$ cat config.mk
export PLATFORM = sky130hd
export DESIGN_NAME = hsstl_rx_lane_rst_monitor
export DESIGN_NICKNAME = d
export VERILOG_FILES = /design/src/rtl/hsstl_rx_lane_rst_monitor.sv
export SDC_FILE = /design/constraint.sdc
export NUM_CORES = 1
export LEC_CHECK = 0
export ABC_AREA = 1
export CAP_MARGIN = 20
export CORE_UTILIZATION = 35
export CTS_CLUSTER_DIAMETER = 30
export DETAILED_ROUTE_END_ITERATION = 6
export PLACE_DENSITY_LB_ADDON = 0.12
export SETUP_SLACK_MARGIN = 0.02
export SLEW_MARGIN = 30
export SYNTH_ARGS = -nofsm -noshare
export SYNTH_HDL_FRONTEND = slang
export SYNTH_SLANG_ARGS = --single-unit
$ cat constraint.sdc
create_clock -name clk -period 2.6 [get_ports clk]
set_input_delay 0.39 -clock clk [delete_from_list [all_inputs] [get_ports clk]]
set_output_delay 0.39 -clock clk [all_outputs]
set_load 0.01 [all_outputs]
$ cat src/rtl/hsstl_rx_lane_rst_monitor.sv
// Per-lane RX bring-up supervisor: watches init_done/alos/word-align status,
// issues bounded soft-reset pulses on timeout or sync loss, and latches lane failure.
module hsstl_rx_lane_rst_monitor #(
  parameter int LANE_NUM         = 4,
  parameter int RST_PULSE_CYCLES = 16,
  parameter int DONE_TIMEOUT     = 65535,
  parameter int SYNC_LOSS_CYCLES = 256,
  parameter int MAX_RETRY        = 7
) (
  input  logic                  clk,
  input  logic                  rst,
  input  logic [LANE_NUM-1:0]   init_done,
  input  logic [LANE_NUM-1:0]   alos_deb,
  input  logic [LANE_NUM-1:0]   lsm_synced,
  output logic [LANE_NUM-1:0]   rxlane_soft_rst_n,
  output logic [2*LANE_NUM-1:0] lane_state,
  output logic [LANE_NUM-1:0]   lane_fail,
  output logic                  all_done
);

  typedef enum logic [1:0] {
    ST_WAIT = 2'd0,
    ST_UP   = 2'd1,
    ST_RST  = 2'd2,
    ST_FAIL = 2'd3
  } lane_state_t;

  localparam logic [15:0] TIMEOUT_LAST = 16'(DONE_TIMEOUT - 1);
  localparam logic [15:0] SYNC_LAST    = 16'(SYNC_LOSS_CYCLES - 1);
  localparam logic [7:0]  PULSE_LAST   = 8'(RST_PULSE_CYCLES - 1);
  localparam logic [3:0]  RETRY_MAX    = 4'(MAX_RETRY);

  function automatic logic [15:0] sat_inc16(input logic [15:0] v);
    return (v == 16'hFFFF) ? v : v + 16'd1;
  endfunction

  logic [LANE_NUM-1:0] lane_up;
  logic                all_done_reg;

  generate
    for (genvar gi = 0; gi < LANE_NUM; gi++) begin : g_lane
      lane_state_t state_reg, state_next;
      logic [15:0] timer_reg, timer_next;
      logic [15:0] sync_cnt_reg, sync_cnt_next;
      logic [7:0]  pulse_reg, pulse_next;
      logic [3:0]  retry_reg, retry_next;
      logic        soft_rst_n_reg;
      logic        enter_rst;

      always_comb begin
        state_next    = state_reg;
        timer_next    = timer_reg;
        sync_cnt_next = 16'd0;
        pulse_next    = 8'd0;
        retry_next    = retry_reg;
        enter_rst     = 1'b0;
        case (state_reg)
          ST_WAIT: begin
            // init_done takes priority over a coincident timeout
            if (init_done[gi]) begin
              state_next = ST_UP;
              timer_next = 16'd0;
            end else if (alos_deb[gi]) begin
              timer_next = 16'd0;
            end else if (timer_reg == TIMEOUT_LAST) begin
              enter_rst = 1'b1;
            end else begin
              timer_next = sat_inc16(timer_reg);
            end
          end
          ST_UP: begin
            timer_next = sat_inc16(timer_reg);
            if (timer_reg == TIMEOUT_LAST) begin
              retry_next = 4'd0;
            end
            // losing init_done wins over a coincident sync-loss threshold
            if (!init_done[gi]) begin
              state_next = ST_WAIT;
              timer_next = 16'd0;
            end else if (!lsm_synced[gi]) begin
              if (sync_cnt_reg == SYNC_LAST) begin
                enter_rst = 1'b1;
              end else begin
                sync_cnt_next = sat_inc16(sync_cnt_reg);
              end
            end
          end
          ST_RST: begin
            timer_next = 16'd0;
            if (pulse_reg == PULSE_LAST) begin
              state_next = ST_WAIT;
            end else begin
              pulse_next = (pulse_reg == 8'hFF) ? pulse_reg : pulse_reg + 8'd1;
            end
          end
          ST_FAIL: begin
            timer_next = 16'd0;
          end
          default: begin
            state_next = ST_WAIT;
          end
        endcase

        if (enter_rst) begin
          timer_next    = 16'd0;
          sync_cnt_next = 16'd0;
          pulse_next    = 8'd0;
          if (retry_next == RETRY_MAX) begin
            state_next = ST_FAIL;
          end else begin
            state_next = ST_RST;
            retry_next = (retry_next == 4'hF) ? retry_next : retry_next + 4'd1;
          end
        end
      end

      always_ff @(posedge clk) begin
        if (rst) begin
          state_reg      <= ST_WAIT;
          timer_reg      <= 16'd0;
          sync_cnt_reg   <= 16'd0;
          pulse_reg      <= 8'd0;
          retry_reg      <= 4'd0;
          soft_rst_n_reg <= 1'b1;
        end else begin
          state_reg      <= state_next;
          timer_reg      <= timer_next;
          sync_cnt_reg   <= sync_cnt_next;
          pulse_reg      <= pulse_next;
          retry_reg      <= retry_next;
          // tracks the next state so the pulse lines up exactly with ST_RST
          soft_rst_n_reg <= (state_next != ST_RST);
        end
      end

      assign rxlane_soft_rst_n[gi]  = soft_rst_n_reg;
      assign lane_state[2*gi +: 2]  = state_reg;
      assign lane_fail[gi]          = (state_reg == ST_FAIL);
      assign lane_up[gi]            = (state_reg == ST_UP);
    end
  endgenerate

  always_ff @(posedge clk) begin
    if (rst) begin
      all_done_reg <= 1'b0;
    end else begin
      all_done_reg <= &lane_up;
    end
  end

  assign all_done = all_done_reg;

endmodule
==> metrics, run 1 <==
worst hold slack 0.452 ns; Worst R2R Start g_lane[3].timer_reg[0]; CP Cell Sequence inv_1, ha_1, nand3_1, nor2_1, nand3_1, nand2_1, inv_1, ha_1, nand3_1, nand2_1, o21ai_0, a21oi_1; Ports 31; Final Cycle Share 0.840; RSZ-0062 raised after global routing no; gr usage total 0.158; cell count after synthesis 1474; CTS buffer count 17; synthesized area 10100 sq um; via/cell ratio 4.69; root buffer cell clkbuf_16; crit-path max FO 8; Pwr per Cell Area 499 nW/um^2; Starting DRT DRC Count 475; # DRC 0; Post-synth ARST share 0; final wirelength 22.0 mm; syn_nets 1508; #FFs+latches synth 189; Worst Tran Pin Value 0.749 ns; Area Overhead vs Synth 12.9%; H-tree depth 4; setup tns final 0 ns; Gate power share 0.028; Critical Path RT 2.92 ns; clk sinks 189; Die X 172 microns; Reg power frac 0.510; Clk pwr share 0.462; post-route ant nets 0; ys flop type dfxtp_1; Clock Path Buffers 2; final setup vio count 0; Psw 1.35 mW; CP max stage delay 0.33 ns; share of layout cells above drive strength 1 0.0647; Switching Share 0.237; Top cell by count, worst path nand3_1; Setup crit start g_lane[3].timer_reg[0]; top-area cell type share of the netlist area 0.374; CP Capture Type flop; syn_area_per_cell 6.87 sq um; Post-synth EDFFs 0; most frequent cell after synthesis nand2_1; DR pass1 iterations 6; largest net degree at the start of global routing 19; CTS tree done; CTS clk-pin slew, worst paths 0.08 ns; Resized cells post-CTS 0; Die Area 29600 sq um; HPWL Detailed 16.3 mm; fin nets 1551; row cnt 61; antenna violations before repair 0; core footprint 28100 sq um; global route overflow 0; internal power 4.35 mW; Synth Warn # 0; Fin. Hold Viols 0; # diodes 0; first-pass GRT wire length 38.4 mm; fin. max-slew vios 0; post-synth cell types 45; Layout Utilization 0.407; most frequent cells after synthesis 287 x nand2_1, 229 x nor2_1, 212 x inv_1, 189 x dfxtp_1, 115 x nand3_1; Final Skew 0.0125 ns; number of global-route vias before repair 8465; Hold Crit Class flop to flop; WL per Instance 11.5 microns; CTS hold repair buffers 0; Worst Setup Start Kind flop; Lkg Pwr 4.40 nW; status finished clean; clk_lat worst skew 0.44 ns; post-synth top area cell dfxtp_1; WP data arrival 2.51 ns; Max VDD drop 519 uV; Synth area leaders dfxtp_1 37%, nand2_1 11%, nor2_1 8.5%; GP Congestion 0.840; Min Clock Period, post-route 2.18 ns; Die H 172 microns; Worst Path Class, Setup flop to flop; Critical-path top delay cell dfxtp_1; via count 8952; Hold Path Origin g_lane[2].timer_reg[15]; register area share after synthesis 0.374; Initial Utilization 0.360; Fmax 458 MHz; Slew Limit Headroom 0.496; setup bufs post-CTS 0; Max-cap violations 0; I/O Buffers 30
## cells by family (layout without fill, tap and decap cells)
group / count (synthesis) / after routing / synth area share
and+or+nand+nor: 809 / 809 / 0.368
buffers and inverters: 231 / 287 / 0.0919
DFF: 189 / 189 / 0.374
AOI/OAI and AO/OA: 167 / 167 / 0.0917
xor gates and xnor gates: 58 / 58 / 0.0502
adders and majority gates: 20 / 20 / 0.0247
## worst paths after layout
kind | endpoint | slack [ns] | cells after the start
hold / removal | g_lane[2].timer_reg[15] | 0.45 | 1
setup / recovery | g_lane[3].retry_reg[0] | 0.42 | 12
setup reg to reg | g_lane[3].retry_reg[0] | 0.42 | 12
hold reg to reg | g_lane[2].timer_reg[15] | 0.45 | 1
## routing by layer
metal | GRT usage | up-vias | part of all wire | wire length (microns)
li1 | - | 4863 | - | -
met1 | 0.205 | 3986 | 0.51 | 11300
met2 | 0.266 | 88 | 0.45 | 9850
met3 | 0.0266 | 15 | 0.026 | 576
met4 | 0.0477 | 0 | 0.012 | 260
met5 | 0 | - | 0 | 0
## power by group through the flow
stage | Combinational (mW) | Clock, mW | Sequential, mW
after floorplan | 0.0946 | 0 | 2.98
after global placement | 0.160 | 0 | 2.98
after detailed placement | 0.160 | 0 | 2.98
after CTS | 0.161 | 2.74 | 2.91
after global routing | 0.177 | 2.85 | 2.91
final | 0.158 | 2.64 | 2.91
## stage by stage
stage	instances	cell area, sq um	power [mW]	worst slack, ns
3_3_place_gp	1876	10800	3.14	0.318
5_1_grt	1908	11400	5.94	0.150
4_1_cts	1908	11400	5.81	0.425
3_5_place_dp	1876	10800	3.14	0.242
6_report	1908	11400	5.70	0.415
2_1_floorplan	1474	10100	3.07	0.605
## cell type report
class / count / area [sq um]
clock inverters: 14 / 148
well taps: 378 / 473
multi-input cells: 1054 / 5410
flip-flops and latches: 189 / 3780
clock buffers: 18 / 439
inverters: 216 / 811
repair buffers: 39 / 368
fillers: 3020 / 16700
## cell usage in the layout, fill, tap and decap left out, types with 13 or more instances in the layout
cell type,count
xnor2_1,25
xor2_1,33
ha_1,20
clkdlybuf4s50_1,30
nor3_1,60
clkbuf_16,17
nand4_1,45
or2_2,13
inv_1,212
nand2_1,287
a21oi_1,67
dfxtp_1,189
a31oi_1,22
nand3_1,115
o21ai_0,58
nor2_1,229
## critical path: cells and delay by family, from the launching register on
family | cells | cell delay (ns)
buf+inv | 2 | 0.18
flops | 1 | 0.33
fa+ha+maj | 2 | 0.40
compound gates | 2 | 0.21
simple gates | 6 | 0.95
No activity file was read; power rests on OpenSTA's default activity.
==> run 2: changes to the inputs <==
==> constraint.sdc (replaced) <==
create_clock -name clk -period 1.97 [get_ports clk]
set_input_delay 0.2955 -clock clk [delete_from_list [all_inputs] [get_ports clk]]
set_output_delay 0.2955 -clock clk [all_outputs]
set_load 0.01 [all_outputs]
==> run 2 against run 1 <==
Net effect:
- sequential power rose by 32%
- clock power is 30% higher
- cell area is 8.5% higher
- flip-flop and latch count is the same
- critical path depth down 9
- setup slack got worse by 0.28 ns
- worst hold slack gained 0.014 ns
- clock skew is 0.0054 ns higher
- first-iteration DRC count is 4.4% higher
- via count up 4.7%
==> metrics, run 2 (synthesized netlist as in run 1, its figures left out) <==
CTS buffer count 17; HPWL Detailed 17.1 mm; CTS clk-pin slew, worst paths 0.07 ns; post-route ant nets 0; Buf/Inv on CP 2; Ports 31; Final Cell Area 12400 sq um; H-tree depth 4; row cnt 61; Hold Path Origin g_lane[2].timer_reg[15]; Die X 172 microns; Final Skew 0.0179 ns; antenna violations before repair 0; # DRC 0; status finished clean; core footprint 28100 sq um; Worst Path Class, Setup flop to output pin; crit-path max FO 5; Final Cycle Share 0.934; GP Congestion 0.855; Critical Path RT 1.67 ns; number of global-route vias before repair 8722; most frequent cells in the layout 280 x nand2_1, 212 x nor2_1, 210 x inv_1; Fin. Hold Viols 0; Starting DRT DRC Count 496; Fmax 544 MHz; WP data arrival 1.54 ns; overall power 7.56 mW; worst r2r path cells 10; Worst R2R Start g_lane[3].state_reg[0]; Area Overhead vs Synth 22.6%; fin. max-slew vios 0; Worst Tran Pin Value 0.533 ns; final wirelength 23.1 mm; worst hold slack 0.466 ns; Lkg Pwr 4.93 nW; Die Area 29600 sq um; I/O Buffers 30; RSZ-0062 raised after global routing yes; WL per Instance 11.5 microns; global route overflow 0; Max-cap violations 0; Worst Setup Start Kind flop; # diodes 0; depth of the worst hold-timing path 1; DR pass1 iterations 5; Layout Utilization 0.442; Max VDD drop 569 uV; Critical-path top delay cell clkdlybuf4s50_1; Die H 172 microns; CP Capture Type output pin; Hold Crit Class flop to flop; via count 9377; first-pass GRT wire length 39.8 mm; Slew Limit Headroom 0.642; placed cell area 11500 sq um; root buffer cell clkbuf_16; largest net degree at the start of global routing 20; CP max stage delay 0.53 ns; clk sinks 189; CP Cell Sequence nand2_1, inv_1, clkdlybuf4s50_1; setup tns final 0 ns; Pwr per Cell Area 609 nW/um^2; share of layout cells above drive strength 1 0.156; worst reg-to-reg setup slack 0.15 ns; CP delay by family, top buffers and inverters; final setup vio count 0; Initial Utilization 0.360; clk_lat worst skew 0.45 ns; Min Clock Period, post-route 1.84 ns; gr usage total 0.163; CTS tree done; fin nets 1646; Worst Hold Endpoint g_lane[2].timer_reg[15]; Clock Path Buffers 2; r2r endpoint g_lane[3].sync_cnt_reg[15]; most common cell after layout, fill and taps aside nand2_1; via/cell ratio 4.68
run 2: where the power goes:
group | internal (mW) | total [mW] | switching, mW
sequential | 3.83 | 3.84 | 0.00950
combinational | 0.126 | 0.279 | 0.154
clock | 1.73 | 3.44 | 1.71
run 2: stage by stage:
stage | worst slack (ns) | std cells
floorplan | 0.0418 | 1474
global placement | 0.0208 | 1963
detailed placement | -0.0435 | 1963
CTS | 0.0215 | 1995
global route | -0.0157 | 2003
finish | 0.131 | 2003
run 2: routing by layer:
metal / up-vias / share of wire / global-route usage
met5: - / 0 / 0
met4: 0 / 0.0072 / 0.0389
met3: 9 / 0.023 / 0.0327
met2: 89 / 0.46 / 0.268
met1: 4215 / 0.51 / 0.218
li1: 5064 / - / -
run 2: how the worst max path moves through the flow:
stage                                  startpoint                      end  cells after the start
final                      g_lane[0].state_reg[1]             lane_fail[0]                      3
after global routing      g_lane[0].timer_reg[13]   g_lane[0].retry_reg[1]                     14
after CTS                  g_lane[0].timer_reg[0]   g_lane[0].retry_reg[1]                     14
after detailed placement             init_done[0]   g_lane[0].pulse_reg[3]                      9
after global placement               init_done[3]  g_lane[3].timer_reg[15]                     10
after floorplan            g_lane[3].timer_reg[0]   g_lane[3].retry_reg[0]                     11
run 2: worst reg2reg max path, cell delays in order, from the launching register on:
cell and delay (ns):
dfxtp_1 0.36, inv_1 0.12, nor2_4 0.14, nand2_1 0.11
nor2_4 0.24, nand3_1 0.17, nand2_4 0.16, nor2_8 0.08
buf_4 0.15, nand2_4 0.12, nor2_1 0.05
run 2: what timing repair did:
action                     in CTS  in global routing
buffers inserted                0                  7
hold endpoints to repair        0                  0
cloned                          0                  1
pin swaps                       0                 17
gates resized for setup         2                 75
setup endpoints to repair       2                101
hold buffers                    0                  0
run 2: layout make-up:
class,count,area [sq um]
clock buffers,18,439
clock inverters,14,149
fillers,2989,15700
inverters,216,811
multi-input cells,1055,5630
flip-flops and latches,189,3800
well taps,378,473
repair buffers,133,1100
